## src/rtl/tmr_pkg.sv

```systemverilog
// tmr_pkg: shared definitions for the timer scheduler.
//   state_e    : FSM encoding (S_IDLE=0, S_COUNT=1)
//   CNT_W_DEF  : default delay/counter width
//   MAX_REQ    : largest supported requester count
//   rrPick()   : round-robin pick index for a request vector and start pointer
package tmr_pkg;

    typedef enum logic {
        S_IDLE  = 1'b0,
        S_COUNT = 1'b1
    } state_e;

    localparam int CNT_W_DEF = 8;
    localparam int MAX_REQ   = 8;

    // First set bit of req at or above ptr, wrapping modulo numReq.
    // Walks offsets from far to near so the nearest hit is written last.
    // Returns 0 when req is empty; the caller qualifies with its own hit flag.
    function automatic int rrPick(input logic [31:0] req, input int numReq, input int ptr);
        int pick;
        pick = 0;
        for (int k = MAX_REQ - 1; k >= 0; k--) begin
            if (k < numReq) begin
                int j;
                logic [31:0] sh;
                j  = (ptr + k) % numReq;
                sh = req >> j;
                if (sh[0]) pick = j;
            end
        end
        return pick;
    endfunction

endpackage

```

## src/rtl/tmr_rr_pick.sv

```systemverilog
// tmr_rr_pick: combinational rotate-priority encoder.
//   req [NUM_REQ] : request vector
//   ptr [ID_W]    : highest-priority index
//   hit           : any request present
//   idx [ID_W]    : first request found from ptr upward, wrapping
module tmr_rr_pick
    import tmr_pkg::*;
#(
    parameter  int NUM_REQ = 4,
    localparam int ID_W    = $clog2(NUM_REQ)
) (
    input  logic [NUM_REQ-1:0] req,
    input  logic [ID_W-1:0]    ptr,
    output logic               hit,
    output logic [ID_W-1:0]    idx
);

    assign hit = |req;
    assign idx = ID_W'(rrPick(32'(req), NUM_REQ, int'(ptr)));

endmodule

```

## src/rtl/tmr_sched.sv

```systemverilog
// tmr_sched: round-robin scheduler sharing one down-counter delay engine
// among NUM_REQ requesters. A granted job loads its delay, counts down to 0
// and then fires a one-cycle done pulse to its owner.
//   pulseClk  : clock, rising edge
//   rst       : synchronous active-high reset
//   reqValid  : per-requester request, held until granted
//   reqDelay  : packed delays, requester i at [i*CNT_W +: CNT_W]
//   abort     : cancel the running job, no done pulse
//   reqGrant  : one-hot one-cycle grant pulse
//   donePulse : one-hot one-cycle expiry pulse
//   busy      : job loaded or counting
//   activeId  : current or last granted requester
//   cntRemain : live counter value (only with TMR_SCHED_CNT_OUT_EN defined)
module tmr_sched
    import tmr_pkg::*;
#(
    parameter  int NUM_REQ = 4,
    parameter  int CNT_W   = CNT_W_DEF,
    localparam int ID_W    = $clog2(NUM_REQ)
) (
    input  logic                     pulseClk,
    input  logic                     rst,
    input  logic [NUM_REQ-1:0]       reqValid,
    input  logic [NUM_REQ*CNT_W-1:0] reqDelay,
    input  logic                     abort,
    output logic [NUM_REQ-1:0]       reqGrant,
    output logic [NUM_REQ-1:0]       donePulse,
    output logic                     busy,
    output logic [ID_W-1:0]          activeId
`ifdef TMR_SCHED_CNT_OUT_EN
    ,
    output logic [CNT_W-1:0]         cntRemain
`endif
);

    state_e state, stateNext;

    logic [CNT_W-1:0]   counter, counterNext;
    logic [ID_W-1:0]    rrPtr, rrPtrNext;
    logic [NUM_REQ-1:0] grantNext, doneNext;
    logic               busyNext;
    logic [ID_W-1:0]    activeIdNext;

    logic               pickHit;
    logic [ID_W-1:0]    pickIdx;
    logic [CNT_W-1:0]   delArr [NUM_REQ];

    for (genvar g = 0; g < NUM_REQ; g++) begin : gDel
        assign delArr[g] = reqDelay[g*CNT_W +: CNT_W];
    end

    tmr_rr_pick #(.NUM_REQ(NUM_REQ)) uPick (
        .req (reqValid),
        .ptr (rrPtr),
        .hit (pickHit),
        .idx (pickIdx)
    );

    // State register
    always_ff @(posedge pulseClk) begin
        if (rst) state <= S_IDLE;
        else     state <= stateNext;
    end

    // Next state; abort only matters while counting and beats expiry
    always_comb begin
        stateNext = state;
        case (state)
            S_IDLE:  if (pickHit) stateNext = S_COUNT;
            S_COUNT: if (abort || counter == '0) stateNext = S_IDLE;
            default: stateNext = S_IDLE;
        endcase
    end

    // Next values of the registered outputs and datapath
    always_comb begin
        counterNext  = counter;
        rrPtrNext    = rrPtr;
        grantNext    = '0;
        doneNext     = '0;
        busyNext     = busy;
        activeIdNext = activeId;
        case (state)
            S_IDLE: begin
                if (pickHit) begin
                    counterNext        = delArr[pickIdx];
                    activeIdNext       = pickIdx;
                    grantNext[pickIdx] = 1'b1;
                    rrPtrNext          = (pickIdx == ID_W'(NUM_REQ - 1)) ? '0 : pickIdx + ID_W'(1);
                    busyNext           = 1'b1;
                end
            end
            S_COUNT: begin
                if (abort) begin
                    counterNext = '0;
                    busyNext    = 1'b0;
                end else if (counter == '0) begin
                    doneNext[activeId] = 1'b1;
                    busyNext           = 1'b0;
                end else begin
                    counterNext = counter - CNT_W'(1);
                end
            end
            default: begin
                counterNext = '0;
                busyNext    = 1'b0;
            end
        endcase
    end

    always_ff @(posedge pulseClk) begin
        if (rst) begin
            counter   <= '0;
            rrPtr     <= '0;
            reqGrant  <= '0;
            donePulse <= '0;
            busy      <= 1'b0;
            activeId  <= '0;
        end else begin
            counter   <= counterNext;
            rrPtr     <= rrPtrNext;
            reqGrant  <= grantNext;
            donePulse <= doneNext;
            busy      <= busyNext;
            activeId  <= activeIdNext;
        end
    end

`ifdef TMR_SCHED_CNT_OUT_EN
    // Counter is forced to 0 on expiry, abort and reset, so it reads 0 in IDLE
    assign cntRemain = counter;
`endif

endmodule

```

## config.mk

```make
export PLATFORM = sky130hd
export DESIGN_NAME = tmr_sched
export DESIGN_NICKNAME = d
export VERILOG_FILES = /design/src/rtl/tmr_pkg.sv /design/src/rtl/tmr_rr_pick.sv /design/src/rtl/tmr_sched.sv
export SDC_FILE = /design/constraint.sdc
export NUM_CORES = 1
export LEC_CHECK = 0
export CAP_MARGIN = 30
export CORE_MARGIN = 3
export CORE_UTILIZATION = 40
export CTS_CLUSTER_SIZE = 28
export DETAILED_ROUTE_END_ITERATION = 10
export PLACE_DENSITY = 0.73
export SYNTH_ARGS = -nofsm -noshare
export SYNTH_HDL_FRONTEND = slang
export SYNTH_SLANG_ARGS = --single-unit
```

## constraint.sdc

```tcl
create_clock -name pulseClk -period 2.7 [get_ports pulseClk]
set_clock_uncertainty 0.05 [all_clocks]
set_input_delay 0.675 -clock pulseClk [delete_from_list [all_inputs] [get_ports pulseClk]]
set_output_delay 0.675 -clock pulseClk [all_outputs]
set_load 0.05 [all_outputs]
```

Yosys cells after proc, flatten, opt, wreduce, memory -nomap -nowiden

Index checks and enable logic that the tools add are counted.

Word-level logic and storage cells: 68
Output and inout bits: 11
Input bits: 39
Register bits after elaboration: 22

Add/sub/neg operators: 5
Bitwise gates (word level): 7
Equal/unequal tests: 4
Magnitude comparators: 5
Reductions and logical operators: 13
Mux-type cells: 23
Shifts and indexed selects: 4

Operator list:

| cell                  | number |
|---|---|
| $shr A4 B32 Y1        | 3 |
| $mux W8               | 5 |
| $bmux W8 S2           | 1 |
| $pmux W8 S2           | 1 |
| $mux W2               | 5 |
| $logic_not A8 Y1      | 1 |
| $reduce_or A4 Y1      | 2 |
| $sub A8 B1 Y8 const B | 1 |
| $mux W1               | 7 |
| $lt A2 B3 Y1 const B  | 2 |
| $reduce_and A2 Y1     | 3 |
| $reduce_or A2 Y1      | 3 |
| $add A2 B1 Y2 const B | 2 |
| $add A2 B2 Y2 const B | 2 |
| $demux W1 S2          | 2 |
| $ge A2 B1 Y1 const B  | 2 |
| $pmux W1 S2           | 2 |
| $shr A4 B2 Y1         | 1 |
| $and A1 B1 Y1 const A | 3 |
| $ge A3 B3 Y1 const B  | 1 |
| $ne A3 B2 Y1 const B  | 1 |
| $ne A3 B3 Y1 const B  | 1 |
| $not A1 Y1            | 3 |
| $not A2 Y3            | 1 |
| other kinds (5)       | 6 |

Longest topological paths before layout

Word-level depth: 14
Depth in mapped cells: 10

Hierarchy

From an unflattened synthesis, not the netlist that was laid out.

Cells, all modules: 150
Area, all modules: 1361.3 µm²

Modules (own cells, without submodules):

| module      | area each (µm²) | times used | cells an instance |
|---|---|---|---|
| tmr_sched   | 1283.7          | 1          | 137 |
| tmr_rr_pick | 77.6            | 1          | 13 |

Worst setup path before layout

OpenSTA, ideal clock, no wires.

Kind: input port to flip-flop
Start point: input reqValid[2]
End point: register counter[2]
Path buffers: 2
Stages: 8
Arrival: 1.994 ns
Setup slack: 0.582 ns
Setup time: 0.074 ns
Path through: nor2b_1 > a21boi_0 > o31a_1 > buf_4 > buf_4 > mux2i_1 > mux2_2 > a31oi_1

Word-level cells in the longest chain between the ends: 11

RTL lines:

| what                                          | line             | text |
|---|---|---|
| from (decl)                                   | tmr_sched.sv:23  | `input logic [NUM_REQ-1:0] reqValid,` |
| $shr A4 B32 Y1                                | tmr_pkg.sv:27    | `sh = req >> j;` |
| $mux W2 (3 in series)                         | tmr_pkg.sv:28    | `if (sh[0]) pick = j;` |
| $mux W2 *                                     | tmr_pkg.sv:28    |  |
| named net pickIdx[1]                          | tmr_sched.sv:45  | `logic [ID_W-1:0] pickIdx;` |
| $not A2 Y3 (implied by the code) *            | tmr_sched.sv:86  | `counterNext = delArr[pickIdx];` |
| $bmux W8 S2 *                                 | tmr_sched.sv:86  |  |
| $mux W8 (implied by the code) * (2 in series) | tmr_sched.sv:86  |  |
| $mux W8 *                                     | tmr_sched.sv:85  | `if (pickHit) begin` |
| $pmux W8 S2 *                                 | tmr_sched.sv:83  | `case (state)` |
| to (signal assigned)                          | tmr_sched.sv:120 | `counter <= counterNext;` |
| to (decl)                                     | tmr_sched.sv:38  | `logic [CNT_W-1:0] counter, counterNext;` |

The timed path passes the listed nets; every way through them passes the cells marked *. The select of a mux whose other input is x is not followed.
A chain may end at the register's enable or synchronous reset.

Worst setup path in the final report

Start point: input reqValid[2]
End point: register counter[0]

Word-level cells in the longest chain between the ends: 11

RTL lines:

| what                                        | line |
|---|---|
| $shr A4 B32 Y1                              | tmr_pkg.sv:27 |
| $mux W2 (4 in series)                       | tmr_pkg.sv:28 |
| $not A2 Y3 (implied by the code)            | tmr_sched.sv:86 |
| $bmux W8 S2                                 | tmr_sched.sv:86 |
| $mux W8 (implied by the code) (2 in series) | tmr_sched.sv:86 |
| $mux W8                                     | tmr_sched.sv:85 |
| $pmux W8 S2                                 | tmr_sched.sv:83 |

Several ways; a longest one is shown, not always the timed one. The select of a mux whose other input is x is not followed.

==> reports/metrics.cfg <==
[cts]
clock-sinks = 22
clk_path_buf_depth = 2
cts_resized = 0
tritoncts = yes
postCtsSetupRepairBufs = 0
worstSkewPairLatency_ps = 310
htreeDepth = 1
numCtsBuffers = 3
clk_pin_slew_ps = 130
hold_buffers = 0
cts_root_buffer = clkbuf_4

[detailed_routing]
wl_per_cell_um = 13.3
drt_iter0_markers = 57
dr_total_vias = 1379
first_pass_iters = 4
totalWireLength_um = 3440
vias_per_cell = 5.34
drtAntennaViolNets = 0
drc = 0

[worst_setup_path]
critPathKind = in -> reg
start_kind = input pin
path_max_fanout = 8
cp-end-kind = flop
cp.required_ps = 2840
reg2reg_depth = 8
crit_arrival_ps = 2560

[min_path]
min_delay_path_depth = 1
hp-class = reg -> reg

[outcome]
status = finished clean

[logic_synthesis]
synth_xor_area_share_pct = 1.26
synthesis.nets = 210
yosysSeqAreaShare_pct = 31.6
yosys_warnings = 0
synth-async-reset-ratio_pct = 0
synth_edf_count = 0
synthAdderAreaFrac_pct = 5.39
synth.distinct_cells = 38
synth_top_family_by_area = compound AO/OA/AOI/OAI gates
yosys_register_bits = 22
syn_area_per_cell_um2 = 8.45
synth-compound-area-share_pct = 19.9
yosys.area_share.simple_pct = 19.8
synthCells = 165
synth.area.mux_share_pct = 17.3
synth_flop_cell = dfxtp_1
syn-cell-area_um2 = 1390

[final_layout]
final_core_util_pct = 62.5
nets = 260
drive_above_1_share_pct = 9.35
final_common_cell = clkdlybuf4s50_1
most-common-layout-cells = 49 x clkdlybuf4s50_1, 23 x nor2_1, 22 x dfxtp_1
areaGrowthSynthToFinish_pct = 42.5
n_antenna_cell = 0

[power_and_ir_drop]
leakage_nw = 0.805
p_total_mw = 1.11
power_density_nw_per_um2 = 560
peakVddDrop_mv = 0.217

[grt]
antenna_found_initial = 0
gr-usage-all-layers_pct = 17.3
grt_pass1_vias = 1358
grt_max_degree = 14
grt_pass1_wl_um = 5790
grt-ovfl-total = 0

[sta]
hold_viol = 0
fin_crit_sh_pct = 89.8
setup-violations-final = 0
maxSlewHeadroom_pct = 66.4
worst_slew_pin_slew_ps = 502
drv_slew = 0
fmaxAchievable_ghz = 0.412
fin_crit_ps = 2430
grt_setup_unrepaired = no

[job]
drv_cap = 0

[floorplanning]
die_area_um2 = 4230
start_util_pct = 43.9
die-height_um = 65.0
die-width_um = 65.0
io_pins = 50
core_area_um2 = 3180
num_rows = 20

[placed_design]
port_buffers = 49
finalWeightedCongestion = 0.845
dp_hpwl_um = 2870

-- power by group --
group / leakage [nW] / total [mW] / internal (mW) / switching [mW]
Combinational: 0.596 / 0.457 / 0.226 / 0.231
Sequential: 0.181 / 0.404 / 0.362 / 0.0419
Clock: 0.0279 / 0.252 / 0.150 / 0.102
Total: 0.805 / 1.11 / 0.739 / 0.374
-- synth_stat cells (5+ instances only) --
cell type	instances	area share [%]
nor2_1	23	6.2
dfxtp_1	22	32
mux2i_1	14	10
a21oi_1	9	3.2
mux2_2	9	7.3
nand2_1	9	2.4
o21ai_0	7	2.5
a211o_1	6	3.8
a31oi_1	6	2.7
clkbuf_1	6	1.6
ha_1	6	5.4
inv_1	6	1.6
and2_1	5	2.2
nor3_1	5	1.8
-- worst max-delay path, cell delays in order --
cell             delay (ps)
clkdlybuf4s50_1         510
nor2b_1                 180
a21boi_0                220
o31a_1                  180
buf_4                   170
mux2_2                  350
a22oi_1                 160
a311oi_1                110
-- per-layer routing --
layer / track usage (%) / routed length, um
met5: 0 / 0
met4: 3.89 / 21
met3: 4.16 / 284
met2: 33.5 / 1760
met1: 18.8 / 1370
-- registers in the layout, summed over array words and instances (netlist names) --
register,count
activeId,2
busy,1
state,1
counter,8
rrPtr,2
donePulse,4
reqGrant,4
-- area by class of cell --
| cell class | instances | area, um^2 |
|---|---|---|
| repair buffers | 54 | 528 |
| flip-flops and latches | 22 | 440 |
| fillers | 302 | 1190 |
| clock buffers | 3 | 22.5 |
| well taps | 44 | 55.1 |
| multi-input cells | 128 | 888 |
| clock inverters | 1 | 30.0 |
| inverters | 6 | 22.5 |
-- stage by stage --
step                hold WS [ps]  TNS, ps  area, um^2  instances  setup WS, ps
global route                 491        0        1990        258           140
detailed placement           427    -56.3        1930        254         -56.3
CTS                          456        0        1990        258           279
global placement             418        0        1930        254          83.1
floorplan                    432        0        1390        165           582
finish                       450        0        1990        258           274
-- worst paths after layout --
| kind | from | to | slack (ps) |
|---|---|---|---|
| max | reqValid[2] | counter[0] | 270 |
| min reg2reg | activeId[1] | donePulse[1] | 450 |
| min | activeId[1] | donePulse[1] | 450 |
| max reg2reg | counter[0] | counter[5] | 440 |
-- logic make-up after synthesis --
logic type | count (synthesis)
DFF | 22
xor gates and xnor gates | 2
buffers and inverters | 15
adders and majority gates | 6
muxes | 23
and+or+nand+nor | 57
AOI/OAI and AO/OA | 40
No activity file was read; power rests on OpenSTA's default activity.
